## src/rtl/itof_arbiter.sv

```systemverilog
// itof_arbiter: round-robin sharing of one pipelined int32->float32 unit among
// NREQ requesters, routing results back to per-requester holding registers.
module itof_arbiter #(
    parameter int NREQ    = 4,
    parameter int LATENCY = 2
) (
    input  logic                 clk,
    input  logic                 reset,
    input  logic [NREQ-1:0]      req_valid,
    input  logic [NREQ*32-1:0]   req_data,
    output logic [NREQ-1:0]      req_ready,
    output logic [31:0]          itof_op,
    input  logic [31:0]          itof_result,
    output logic [NREQ-1:0]      resp_valid,
    output logic [NREQ*32-1:0]   resp_data,
    input  logic [NREQ-1:0]      resp_ready,
    output logic                 busy
);
    localparam int IW = (NREQ > 1) ? $clog2(NREQ) : 1;
    localparam logic [IW:0]   NREQ_W   = (IW+1)'(NREQ);
    localparam logic [IW-1:0] LAST_RST = IW'(NREQ - 1);

    typedef enum logic [1:0] {
        S_IDLE   = 2'd0,
        S_FLIGHT = 2'd1,
        S_HOLD   = 2'd2
    } state_e;

    state_e             state_q [NREQ];
    state_e             state_d [NREQ];
    logic [IW-1:0]      last_q, last_d;
    logic [31:0]        op_q, op_d;
    logic [NREQ*32-1:0] rdata_q, rdata_d;
    logic [LATENCY:0]   tv_q, tv_d;
    logic [IW-1:0]      ti_q [LATENCY+1];
    logic [IW-1:0]      ti_d [LATENCY+1];

    logic [NREQ-1:0]    elig;
    logic [NREQ-1:0]    grant;
    logic               found;
    logic [IW-1:0]      gnt_idx;
    logic [IW:0]        cand;
    logic               cap;
    logic [IW-1:0]      cap_idx;

    assign cap     = tv_q[LATENCY];
    assign cap_idx = ti_q[LATENCY];

    always_comb begin
        elig = '0;
        for (int i = 0; i < NREQ; i++) begin
            elig[i] = req_valid[i] && (state_q[i] == S_IDLE);
        end
    end

    // Search starts after last grant; wrap by subtraction so any NREQ works
    always_comb begin
        found   = 1'b0;
        gnt_idx = '0;
        cand    = '0;
        grant   = '0;
        for (int k = 0; k < NREQ; k++) begin
            cand = {1'b0, last_q} + (IW+1)'(k + 1);
            if (cand >= NREQ_W) begin
                cand = cand - NREQ_W;
            end
            if (!found && elig[cand[IW-1:0]]) begin
                found   = 1'b1;
                gnt_idx = cand[IW-1:0];
            end
        end
        for (int i = 0; i < NREQ; i++) begin
            grant[i] = found && (gnt_idx == IW'(i));
        end
    end

    always_comb begin
        op_d    = op_q;
        rdata_d = rdata_q;
        last_d  = found ? gnt_idx : last_q;
        tv_d    = '0;
        tv_d[0] = found;
        ti_d[0] = gnt_idx;
        for (int k = 1; k <= LATENCY; k++) begin
            tv_d[k] = tv_q[k-1];
            ti_d[k] = ti_q[k-1];
        end
        for (int i = 0; i < NREQ; i++) begin
            if (grant[i]) begin
                op_d = req_data[32*i +: 32];
            end
        end
        for (int i = 0; i < NREQ; i++) begin
            state_d[i] = state_q[i];
            case (state_q[i])
                S_IDLE: begin
                    if (grant[i]) state_d[i] = S_FLIGHT;
                end
                S_FLIGHT: begin
                    if (cap && (cap_idx == IW'(i))) begin
                        state_d[i] = S_HOLD;
                        rdata_d[32*i +: 32] = itof_result;
                    end
                end
                S_HOLD: begin
                    if (resp_ready[i]) state_d[i] = S_IDLE;
                end
                default: state_d[i] = S_IDLE;
            endcase
        end
    end

    always_ff @(posedge clk or negedge reset) begin
        if (!reset) begin
            for (int i = 0; i < NREQ; i++) begin
                state_q[i] <= S_IDLE;
            end
            for (int k = 0; k <= LATENCY; k++) begin
                ti_q[k] <= '0;
            end
            tv_q    <= '0;
            last_q  <= LAST_RST;
            op_q    <= '0;
            rdata_q <= '0;
        end else begin
            for (int i = 0; i < NREQ; i++) begin
                state_q[i] <= state_d[i];
            end
            for (int k = 0; k <= LATENCY; k++) begin
                ti_q[k] <= ti_d[k];
            end
            tv_q    <= tv_d;
            last_q  <= last_d;
            op_q    <= op_d;
            rdata_q <= rdata_d;
        end
    end

    always_comb begin
        resp_valid = '0;
        busy       = 1'b0;
        for (int i = 0; i < NREQ; i++) begin
            resp_valid[i] = (state_q[i] == S_HOLD);
            busy          = busy | (state_q[i] != S_IDLE);
        end
    end

    assign req_ready = grant & {NREQ{reset}};
    assign itof_op   = op_q;
    assign resp_data = rdata_q;

endmodule
```

## config.mk

```make
export PLATFORM = sky130hd
export DESIGN_NAME = itof_arbiter
export DESIGN_NICKNAME = d
export VERILOG_FILES = /design/src/rtl/itof_arbiter.sv
export SDC_FILE = /design/constraint.sdc
export NUM_CORES = 1
export LEC_CHECK = 0
export BUFFER_PORTS_ARGS = -buffer_cell sky130_fd_sc_hd__buf_2
export CAP_MARGIN = 20
export CORE_MARGIN = 3
export CORE_UTILIZATION = 30
export DETAILED_ROUTE_END_ITERATION = 8
export PLACE_DENSITY = 0.53
export SLEW_MARGIN = 20
export SYNTH_ARGS = -nofsm -noshare
export SYNTH_HDL_FRONTEND = slang
export SYNTH_SLANG_ARGS = --single-unit
```

## constraint.sdc

```tcl
create_clock -name clk -period 6.2 [get_ports clk]
set_input_delay 0.62 -clock clk [delete_from_list [all_inputs] [get_ports clk]]
set_output_delay 0.62 -clock clk [all_outputs]
set_load 0.05 [all_outputs]
```

* After elaboration in Yosys (flattened, before gate mapping)
Cells that the tools add are included.
** Word-level totals
- Bits in registers :: 179
- Input port bits :: 170
- Output and inout bits :: 169
- Logic and storage cells :: 137
** Cells by class
- Add/sub/neg operators :: 8
- Order comparisons :: 8
- Equal/unequal tests :: 26
- Muxes and demuxes :: 40
- Bitwise gates (word level) :: 4
- Reduce and logical (&&, ||, !) cells :: 37
** Operator list (count)
- two-way mux 32 bit :: 4
- two-way mux 2 bit :: 20
- case mux 2 bit (3 select lines) :: 4
- == test 2 bit, second input constant :: 8
- != test 2 bit, second input constant :: 8
- logical AND 1 bit :: 15
- == test 2 x 1 -> 1 bit, second input constant :: 6
- >= comparator 3 bit, second input constant :: 4
- zero test 2 bit :: 6
- < comparator 2 x 3 -> 1 bit, second input constant :: 4
- AND reduction 3 bit :: 4
- binary-select mux 1 bit (select 2 bit) :: 4
- two-way mux 1 bit :: 8
- != test 2 x 1 -> 1 bit, second input constant :: 4
- AND reduction 2 bit :: 4
- nonzero test 2 bit :: 4
- subtractor 2 x 1 -> 2 bit, second input constant :: 4
- adder 2 x 2 -> 3 bit, second input constant :: 2
- AND 4 bit :: 1
- nonzero test 4 bit :: 1
- adder 2 x 1 -> 3 bit, second input constant :: 1
- adder 2 x 3 -> 3 bit, second input constant :: 1
- zero test 1 bit :: 3
- bitwise OR 1 bit :: 3

* Logic depth before layout (Yosys ltp)
Gate-level depths: netlist of run 1.
- Depth after elaboration :: 21
- Mapped depth :: 7
- Gate-level depth less buffers :: 5

* Worst setup path before layout of run 1
No wires, ideal clock.
- Path type :: input to output
- Start point :: in req_valid[0]
- End point :: out req_ready[0]
- Arrival time :: 3.197 ns
- Data required time :: 5.580 ns
- Setup slack :: 2.383 ns
- Cell stages on the path :: 6
- Path buffers :: 2
- Cell sequence :: or3b_1 -> clkbuf_2 -> a22oi_1 -> o221ai_2 -> buf_2 -> nor4_1
** Between the ends
- Cells in the longest elaborated chain, start to end :: 16
- Elaborated cells between the ends (all ways) :: 26
- Classes of those cells :: 16 x mux; 1 x bitwise; 9 x reduce/logical
** RTL lines
- start: declaration :: line 9 : input logic [NREQ-1:0] req_valid,
- logical AND 1 bit (*) :: line 52 : elig[i] = req_valid[i] && (state_q[i] == S_IDLE);
- binary-select mux 1 bit (select 2 bit) :: line 67 : if (!found && elig[cand[IW-1:0]]) begin
- two-way mux 1 bit (not written as such) :: line 67
- two-way mux 1 bit :: line 67
- zero test 1 bit :: line 67
- logical AND 1 bit :: line 67
- two-way mux 1 bit :: line 67
- zero test 1 bit :: line 67
- logical AND 1 bit :: line 67
- two-way mux 1 bit :: line 67
- zero test 1 bit :: line 67
- logical AND 1 bit :: line 67
- two-way mux 2 bit (*) :: line 67
- net gnt_idx[0] :: line 41 : logic [IW-1:0] gnt_idx;
- zero test 2 bit (*) :: line 73 : grant[i] = found && (gnt_idx == IW'(i));
- logical AND 1 bit (*) :: line 73
- AND 4 bit (*) :: line 148 : assign req_ready = grant & {NREQ{reset}};
- end: declaration :: line 11 : output logic [NREQ-1:0] req_ready,
The timed path passes the listed nets; every way through them passes the cells marked *. The select of a mux whose other input is x is not followed.

* Worst setup path after layout of run 1
- Start point :: reg state_q[6] (netlist bit)
- End point :: out req_ready[0]
** Between the ends
- Cells in the longest elaborated chain, start to end :: 17
- Elaborated cells between the ends (all ways) :: 27
- Classes of those cells :: 16 x mux; 1 x bitwise; 10 x reduce/logical
** RTL lines
- start: declaration :: line 29 : state_e state_q [NREQ];
- start signal: indexed assignment :: line 127 : state_q[i] <= state_d[i];
- zero test 2 bit (*) :: line 52
- logical AND 1 bit (*) :: line 52
- binary-select mux 1 bit (select 2 bit) :: line 67
- two-way mux 1 bit (not written as such) :: line 67
- two-way mux 1 bit :: line 67
- zero test 1 bit :: line 67
- logical AND 1 bit :: line 67
- two-way mux 1 bit :: line 67
- [... 2 more ...]
- two-way mux 1 bit :: line 67
- zero test 1 bit :: line 67
- logical AND 1 bit :: line 67
- two-way mux 2 bit (*) :: line 67
- net gnt_idx[1] :: line 41
- zero test 2 bit (*) :: line 73
- logical AND 1 bit (*) :: line 73
- AND 4 bit (*) :: line 148
Marks and branches as above.

==> results of run 1 <==
-- kinds of logic after synthesis --
group,share of synthesized area (%)
AO/OA/AOI/OAI,14.68
buffers and inverters,3.053
flip-flops,56.96
multiplexers,18.32
AND/OR/NAND/NOR,6.996
-- metal layers --
layer,vias up,GRT usage [%],share of wire [%]
li1,2944,-,-
met1,3165,21.16,42
met2,243,28.38,48
met3,10,5.776,8.9
met4,0,2.775,0.79
met5,-,0,0
-- flip-flops by register name, summed over array words and instances (netlist names) --
| name | cells |
|---|---|
| itof_op | 32 |
| state_q | 8 |
| cap_idx | 2 |
| tv_q | 3 |
| resp_data | 128 |
| ti_d | 4 |
| last_q | 2 |
-- worst reg2reg max path, stage by stage, from the launching register on --
cell	delay (ns)
dfrtp_1	0.45
nor3b_1	0.69
nand3_1	0.89
nand3_2	0.54
inv_1	0.13
o32ai_1	0.23
-- final cells by class --
type | instances | area, µm²
Inverter | 8 | 30.03
Tap cell | 330 | 412.9
Clock inverter | 14 | 175.2
Clock buffer | 18 | 439.2
Timing Repair Buffer | 351 | 1795
Sequential cell | 179 | 4482
Fill cell | 2480 | 14960
Multi-Input combinational cell | 364 | 3182
-- final timing paths --
path / to / startpoint / slack (ns) / cells past startpoint
max in group asynchronous: resp_data[8]$_DFFE_PN0P_ / reset / 4.72 / 2
min: resp_data[121]$_DFFE_PN0P_ / reset / 0.16 / 1
max: req_ready[0] / state_q[6]$_DFFE_PN0P_ / 1.78 / 6
max reg2reg: state_q[6]$_DFFE_PN0P_ / state_q[6]$_DFFE_PN0P_ / 3.18 / 5
min in group clk: cap_idx[0]$_DFF_PN0_ / ti_d[0]$_DFF_PN0_ / 0.35 / 0
min reg2reg: cap_idx[0]$_DFF_PN0_ / ti_d[0]$_DFF_PN0_ / 0.35 / 0
-- metrics by stage --
step	cell area [µm²]	util, %
2_1_floorplan	7869	-
3_3_place_gp	9902	38.87
3_5_place_dp	9902	38.87
4_1_cts	10520	41.29
5_1_grt	10520	41.29
6_report	10520	41.29
-- cells in the final DEF (no fill, tap or decap), types with 5 or more instances in the layout --
cell type and count:
nor2_1 10, buf_4 13, buf_2 337, mux2_2 128, clkbuf_16 17, a221oi_1 9
a21oi_1 25, a221o_1 23, o221ai_1 10, o21ai_0 5, and2_0 6, o31ai_1 23
nand4_1 23, nand2_1 14, clkinv_8 5, o21ai_1 9, dfrtp_1 177, o22a_1 23
inv_1 8
==> impl_metrics.ini, run 1 <==
[place]
preCtsSetupSlack_ns = 2.011
dp.cells = 1232
io_buffers = 338
place_hpwl_mm = 17.36
gp_congestion = 0.7889

[logic_synthesis]
yosysSeqAreaShare_pct = 56.96
synthTopCellsByArea = dfrtp_1 56%, mux2_2 18%, a221o_1 2.9%
synth_edf_count = 0
yosys.cell_types.count = 51
synth_top_area_share_pct = 56.29
synth_seq_cells = 179
synth_nets = 768
async_flop_share_pct = 100.0
yosysWarnings = 0
synth.most_common_cell = dfrtp_1
synth_common_cells = 177 x dfrtp_1, 128 x mux2_2, 29 x clkbuf_1
yosysTopAreaCell = dfrtp_1
syn_avg_cell_area_um2 = 13.16
syn_inst = 598
syn_area_mm2 = 0.007869
synth_ff_type = dfrtp_1

[clock_network]
htree_levels = 4
ctsHoldBuffers = 0
clock_tree.root_cell = clkbuf_16
tritoncts = built
cts.sinks = 179
clock_latency_ns = 0.42
cts.clk_slew.worst_paths_ns = 0.09
ctsResizeCount = 0
cts-buffers-inserted = 17
clockBufferDepth = 2
cts_setup_buffers = 0

[die]
die_h_um = 168.0
die_x_um = 168.0
row_count = 58
coreArea_mm2 = 0.02547
ios = 339
dieArea_mm2 = 0.02821
initial_utilization_pct = 30.89

[route]
routed_wl_mm = 24.36
drc = 0
viasPerCell = 5.033
wl_per_cell_um = 19.28
drt-initial-drc-count = 371
dr.pass1.iters = 4
vias = 6362
antenna_left = 0

[worst_setup_path]
critPathMaxFanout = 24
path_cells = nor3b_1, nand3_1, nand3_2, inv_1, nor4_1, buf_2
critPathArrivalTime_ns = 3.80
worstSetupPathType = flop to output pin
cp.buffers_inverters = 2
cp.required_ns = 5.58
cp-end-kind = output pin
slowest_delay_ns = 0.88
worst_setup_path_start_kind = flop
critPathSlowestCell = nand3_1
crit_family = simple AND/OR/NAND/NOR gates

[sta]
max_freq_ghz = 0.2263
fin_skew_ns = 0.02209
setup_violations = 0
hold_viol_final = 0
timing.final.crit_share_pct = 71.27
relSlewSlack_pct = 24.15
finalWorstSetupSlack_ns = 1.781
final_max_slew_viol_count = 0
whs_ns = 0.1573
min_period_ns = 4.419
tightest_slew_ns = 1.138
setup_tns_ns = 0
rsz0062_at_grt = no

[grt]
grt_pass1_wl_mm = 37.87
antenna_found_initial = 0
grt_max_degree = 73
grt_pass1_vias = 6635
grtUsageTotal_pct = 16.75
gr-total-overflow = 0

[final_layout]
drive_above_1_share_pct = 56.42
final_nets = 1091
n_antenna_cell = 0
stdcell_count = 1264
area_growth_pct = 33.65

[run]
max-cap-violations = 0

[hold_path]
hp-class = primary input to asynchronous set/reset pin

[status]
status = finished, final reports clean
Power of run 1 is not shown: default switching activity piles up to over one toggle a cycle in this logic, so the estimate is an artifact.
==> inputs of run 2 (changes only) <==
- clock period: 6.2 -> 4.6 ns (I/O delays scaled with it)
==> impl_metrics.ini, run 2 (synthesized netlist as in run 1, its figures left out) <==
[grt]
grt_pass1_wl_mm = 38.98
antenna_found_initial = 0
grtUsageTotal_pct = 17.39
gr-total-overflow = 0
grt_max_degree = 73
grt_pass1_vias = 6769

[final_layout]
final_common_cell = buf_2
n_antenna_cell = 0
largest_register_ffs = 128
final_cell_mix = 337 x buf_2, 177 x dfrtp_1, 128 x mux2_2
drive_above_1_share_pct = 56.56
final.fill_count = 2483
seqCellArea_mm2 = 0.004482
multiInputGateArea_mm2 = 0.003182
final_nets = 1094
area_growth_pct = 34.01

[sta]
timing.final.crit_share_pct = 76.32
max_freq_ghz = 0.2848
relSlewSlack_pct = 32.64
setup_tns_ns = 0
tightest_slew_ns = 1.010
final_max_slew_viol_count = 0
min_period_ns = 3.511
setup_violations = 0
fin_skew_ns = 0.01849
hold_viol_final = 0
rsz0062_at_grt = no

[clock_network]
ctsResizeCount = 0
tritoncts = built
cts.clk_slew.worst_paths_ns = 0.08
cts-buffers-inserted = 17
ctsHoldBuffers = 0
htree_levels = 4
clockBufferDepth = 2
cts.sinks = 179
cts_setup_buffers = 0
clock_tree.root_cell = clkbuf_16
clock_latency_ns = 0.43

[die]
die_x_um = 168.0
die_h_um = 168.0
initial_utilization_pct = 30.89
dieArea_mm2 = 0.02821
ios = 339
coreArea_mm2 = 0.02547
row_count = 58

[route]
drc = 0
wl_per_cell_um = 19.80
dr.pass1.iters = 4
vias = 6388
drt-initial-drc-count = 372
routed_wl_mm = 25.09
viasPerCell = 5.042
antenna_left = 0

[run]
max-cap-violations = 0

[place]
gp_congestion = 0.8562
place_hpwl_mm = 17.87
io_buffers = 338

[worst_setup_path]
worstSetupPathType = flop to output pin
cp-end-kind = output pin
critPathMaxFanout = 24
worst_setup_path_start_kind = flop
critPathArrivalTime_ns = 3.05
cp.required_ns = 4.14
rr_worst_depth = 5

[hold_path]
hp-class = primary input to asynchronous set/reset pin

[status]
status = finished, final reports clean
-- run 2: cell count changes in the layout (fill, tap and decap cells not counted) --
cell,change
buf_4,+3
clkinv_8,-2
inv_6,+2
bufinv_16,+1
clkinv_4,-1
-- run 2: per-stage QoR --
stage / util [%] / hold WS, ns / cells / area [µm²] / setup WS (ns)
after detailed placement: 38.96 / 0.3347 / 1235 / 9925 / 1.439
final: 41.40 / 0.01026 / 1267 / 10550 / 1.089
after floorplan: - / 0.1644 / 598 / 7869 / 1.103
after global routing: 41.40 / 0.03548 / 1267 / 10550 / 0.8797
after CTS: 41.40 / 0.02629 / 1267 / 10550 / 1.070
after global placement: 38.96 / 0.3328 / 1235 / 9925 / 1.594
-- run 2: metal layers --
layer | up-vias | wire length (µm) | track usage (%)
met2 | 265 | 11990 | 29.66
li1 | 2940 | - | -
met4 | 0 | 471 | 4.589
met1 | 3164 | 10460 | 21.08
met3 | 19 | 2166 | 5.964
met5 | - | 0 | 0
-- run 2: final cells by class --
cell class,instances,area share [%]
clock buffer,18,4.165
sequential,179,42.50
inverter,8,0.2848
multi-input combinational,364,30.17
tap,330,3.916
timing repair buffer,354,17.24
clock inverter,14,1.720
-- run 2: path summary, 6_finish.rpt --
| path | slack, ns | startpoint | to |
|---|---|---|---|
| setup / recovery | 1.09 | state_q[4]$_DFFE_PN0P_ | req_ready[0] |
| min in group clk | 0.24 | resp_ready[0] | state_q[7]$_DFFE_PN0P_ |
| max in group asynchronous | 3.25 | reset | resp_data[75]$_DFFE_PN0P_ |
| setup reg to reg | 1.94 | state_q[7]$_DFFE_PN0P_ | itof_op[3]$_DFFE_PN0P_ |
| hold / removal | 0.01 | reset | itof_op[20]$_DFFE_PN0P_ |
| hold reg to reg | 0.35 | tv_q[1]$_DFF_PN0_ | tv_q[2]$_DFF_PN0_ |
-- run 2: worst max-delay path: stages, from the launching register on --
cell and delay [ns]:
dfrtp_1 0.43, or3b_1 0.56, a21o_1 0.50, nand3_2 0.32
inv_1 0.11, nor4_1 0.36, buf_2 0.36
Power of run 2 is left out for the same reason.
==> inputs of run 3 (changes only) <==
- clock period: 4.6 -> 3.5 ns (I/O delays scaled with it)
==> impl_metrics.ini, run 3 (synthesized netlist as in run 1, its figures left out) <==
[route]
drt-initial-drc-count = 395
wl_per_cell_um = 19.54
routed-wl-met2_mm = 11.78
viasPerCell = 5.120
vias = 6503
dr_wl_met3_mm = 2.345
drc = 0
antenna_left = 0
routed_wl_mm = 24.82
dr.pass1.iters = 5
met1_length_mm = 10.19
top_layer = met4

[grt]
gr-total-overflow = 0
grt_max_degree = 134
antenna_found_initial = 0
grt_pass1_wl_mm = 38.73
grt_pass1_vias = 6622
grtUsageTotal_pct = 17.31

[clock_network]
clock_tree.root_cell = clkbuf_16
clock_latency_ns = 0.43
tritoncts = built
htree_levels = 4
cts-buffers-inserted = 17
cts.clk_slew.worst_paths_ns = 0.08
clockBufferDepth = 2
cts_setup_buffers = 0
cts.sinks = 179

[worst_setup_path]
crit_path_end = req_ready[0]
crit_start = state_q[4]$_DFFE_PN0P_
worstSetupPathType = flop to output pin
cp.required_ns = 3.15
critPathArrivalTime_ns = 2.80
rr_worst_depth = 5
worst_setup_path_start_kind = flop
critPathMaxFanout = 33
reg2reg_slack_ns = 0.98
r2r_start = state_q[4]$_DFFE_PN0P_
r2r-end = itof_op[25]$_DFFE_PN0P_
cp-end-kind = output pin

[sta]
relSlewSlack_pct = 38.77
fin_skew_ns = 0.01554
setup_violations = 0
tightest_slew_ns = 0.9184
timing.final.crit_share_pct = 90.04
hold_viol_final = 0
setup_tns_ns = 0
max_freq_ghz = 0.3173
rsz0062_at_grt = no
whs_ns = 0.1042
final_max_slew_viol_count = 0
min_period_ns = 3.151

[final_layout]
area_growth_pct = 34.84
final_common_cell = buf_2
largest_register_ffs = 128
drive_above_1_share_pct = 56.60
final_nets = 1097
final_cell_mix = 337 x buf_2, 177 x dfrtp_1, 128 x mux2_2
n_antenna_cell = 0
stdcell_count = 1270
final_cell_area_mm2 = 0.01061

[die]
coreArea_mm2 = 0.02547
die_h_um = 168.0
die_x_um = 168.0
ios = 339
dieArea_mm2 = 0.02821
initial_utilization_pct = 30.89
row_count = 58

[hold_path]
hold_depth = 2
hp-class = primary input to flop

[run]
max-cap-violations = 0

[place]
place_hpwl_mm = 17.80
gp_congestion = 0.8479
dp.cells = 1237
io_buffers = 338
place_area_mm2 = 0.009952

[status]
status = finished, final reports clean
run 3: worst min path at each step:
stage             startpoint                       to  slack (ns)
6_report       resp_ready[0]   state_q[7]$_DFFE_PN0P_        0.10
2_1_floorplan          reset     cap_idx[0]$_DFF_PN0_        0.05
3_3_place_gp           reset  itof_op[14]$_DFFE_PN0P_        0.33
4_1_cts        resp_ready[0]   state_q[7]$_DFFE_PN0P_        0.07
3_5_place_dp           reset  itof_op[14]$_DFFE_PN0P_        0.33
5_1_grt        resp_ready[0]   state_q[7]$_DFFE_PN0P_        0.11
run 3: layout make-up:
| class | instances | area (µm²) |
|---|---|---|
| sequential | 179 | 4482 |
| clock buffer | 17 | 425.4 |
| tap | 330 | 412.9 |
| inverter | 8 | 30.03 |
| clock inverter | 15 | 222.7 |
| fill | 2440 | 14860 |
| timing repair buffer | 357 | 1856 |
| multi-input combinational | 364 | 3182 |
run 3: layer usage:
metal	global-route usage, %	vias up
met1	22.25	3235
met5	0	-
met2	28.14	292
met3	5.212	23
met4	5.478	0
li1	-	2953
run 3: through the flow:
step | setup slack (ns) | util (%)
2_1_floorplan | 0.1375 | -
3_3_place_gp | 0.7151 | 39.07
3_5_place_dp | 0.7126 | 39.07
4_1_cts | 0.2309 | 41.65
5_1_grt | 0.1218 | 41.65
6_report | 0.3487 | 41.65
run 3: timing repair:
item	4_1_cts	5_1_grt
hold endpoints to repair	45	0
resized for setup	0	0
hold buffers	1	0
run 3: critical path, stage by stage (launching register included):
cell and delay, ns:
dfrtp_1 0.43, or3b_1 0.56, o32a_4 0.57, nand3_2 0.14, inv_1 0.07, nor4_1 0.27
buf_2 0.34
Power of run 3 is left out for the same reason.
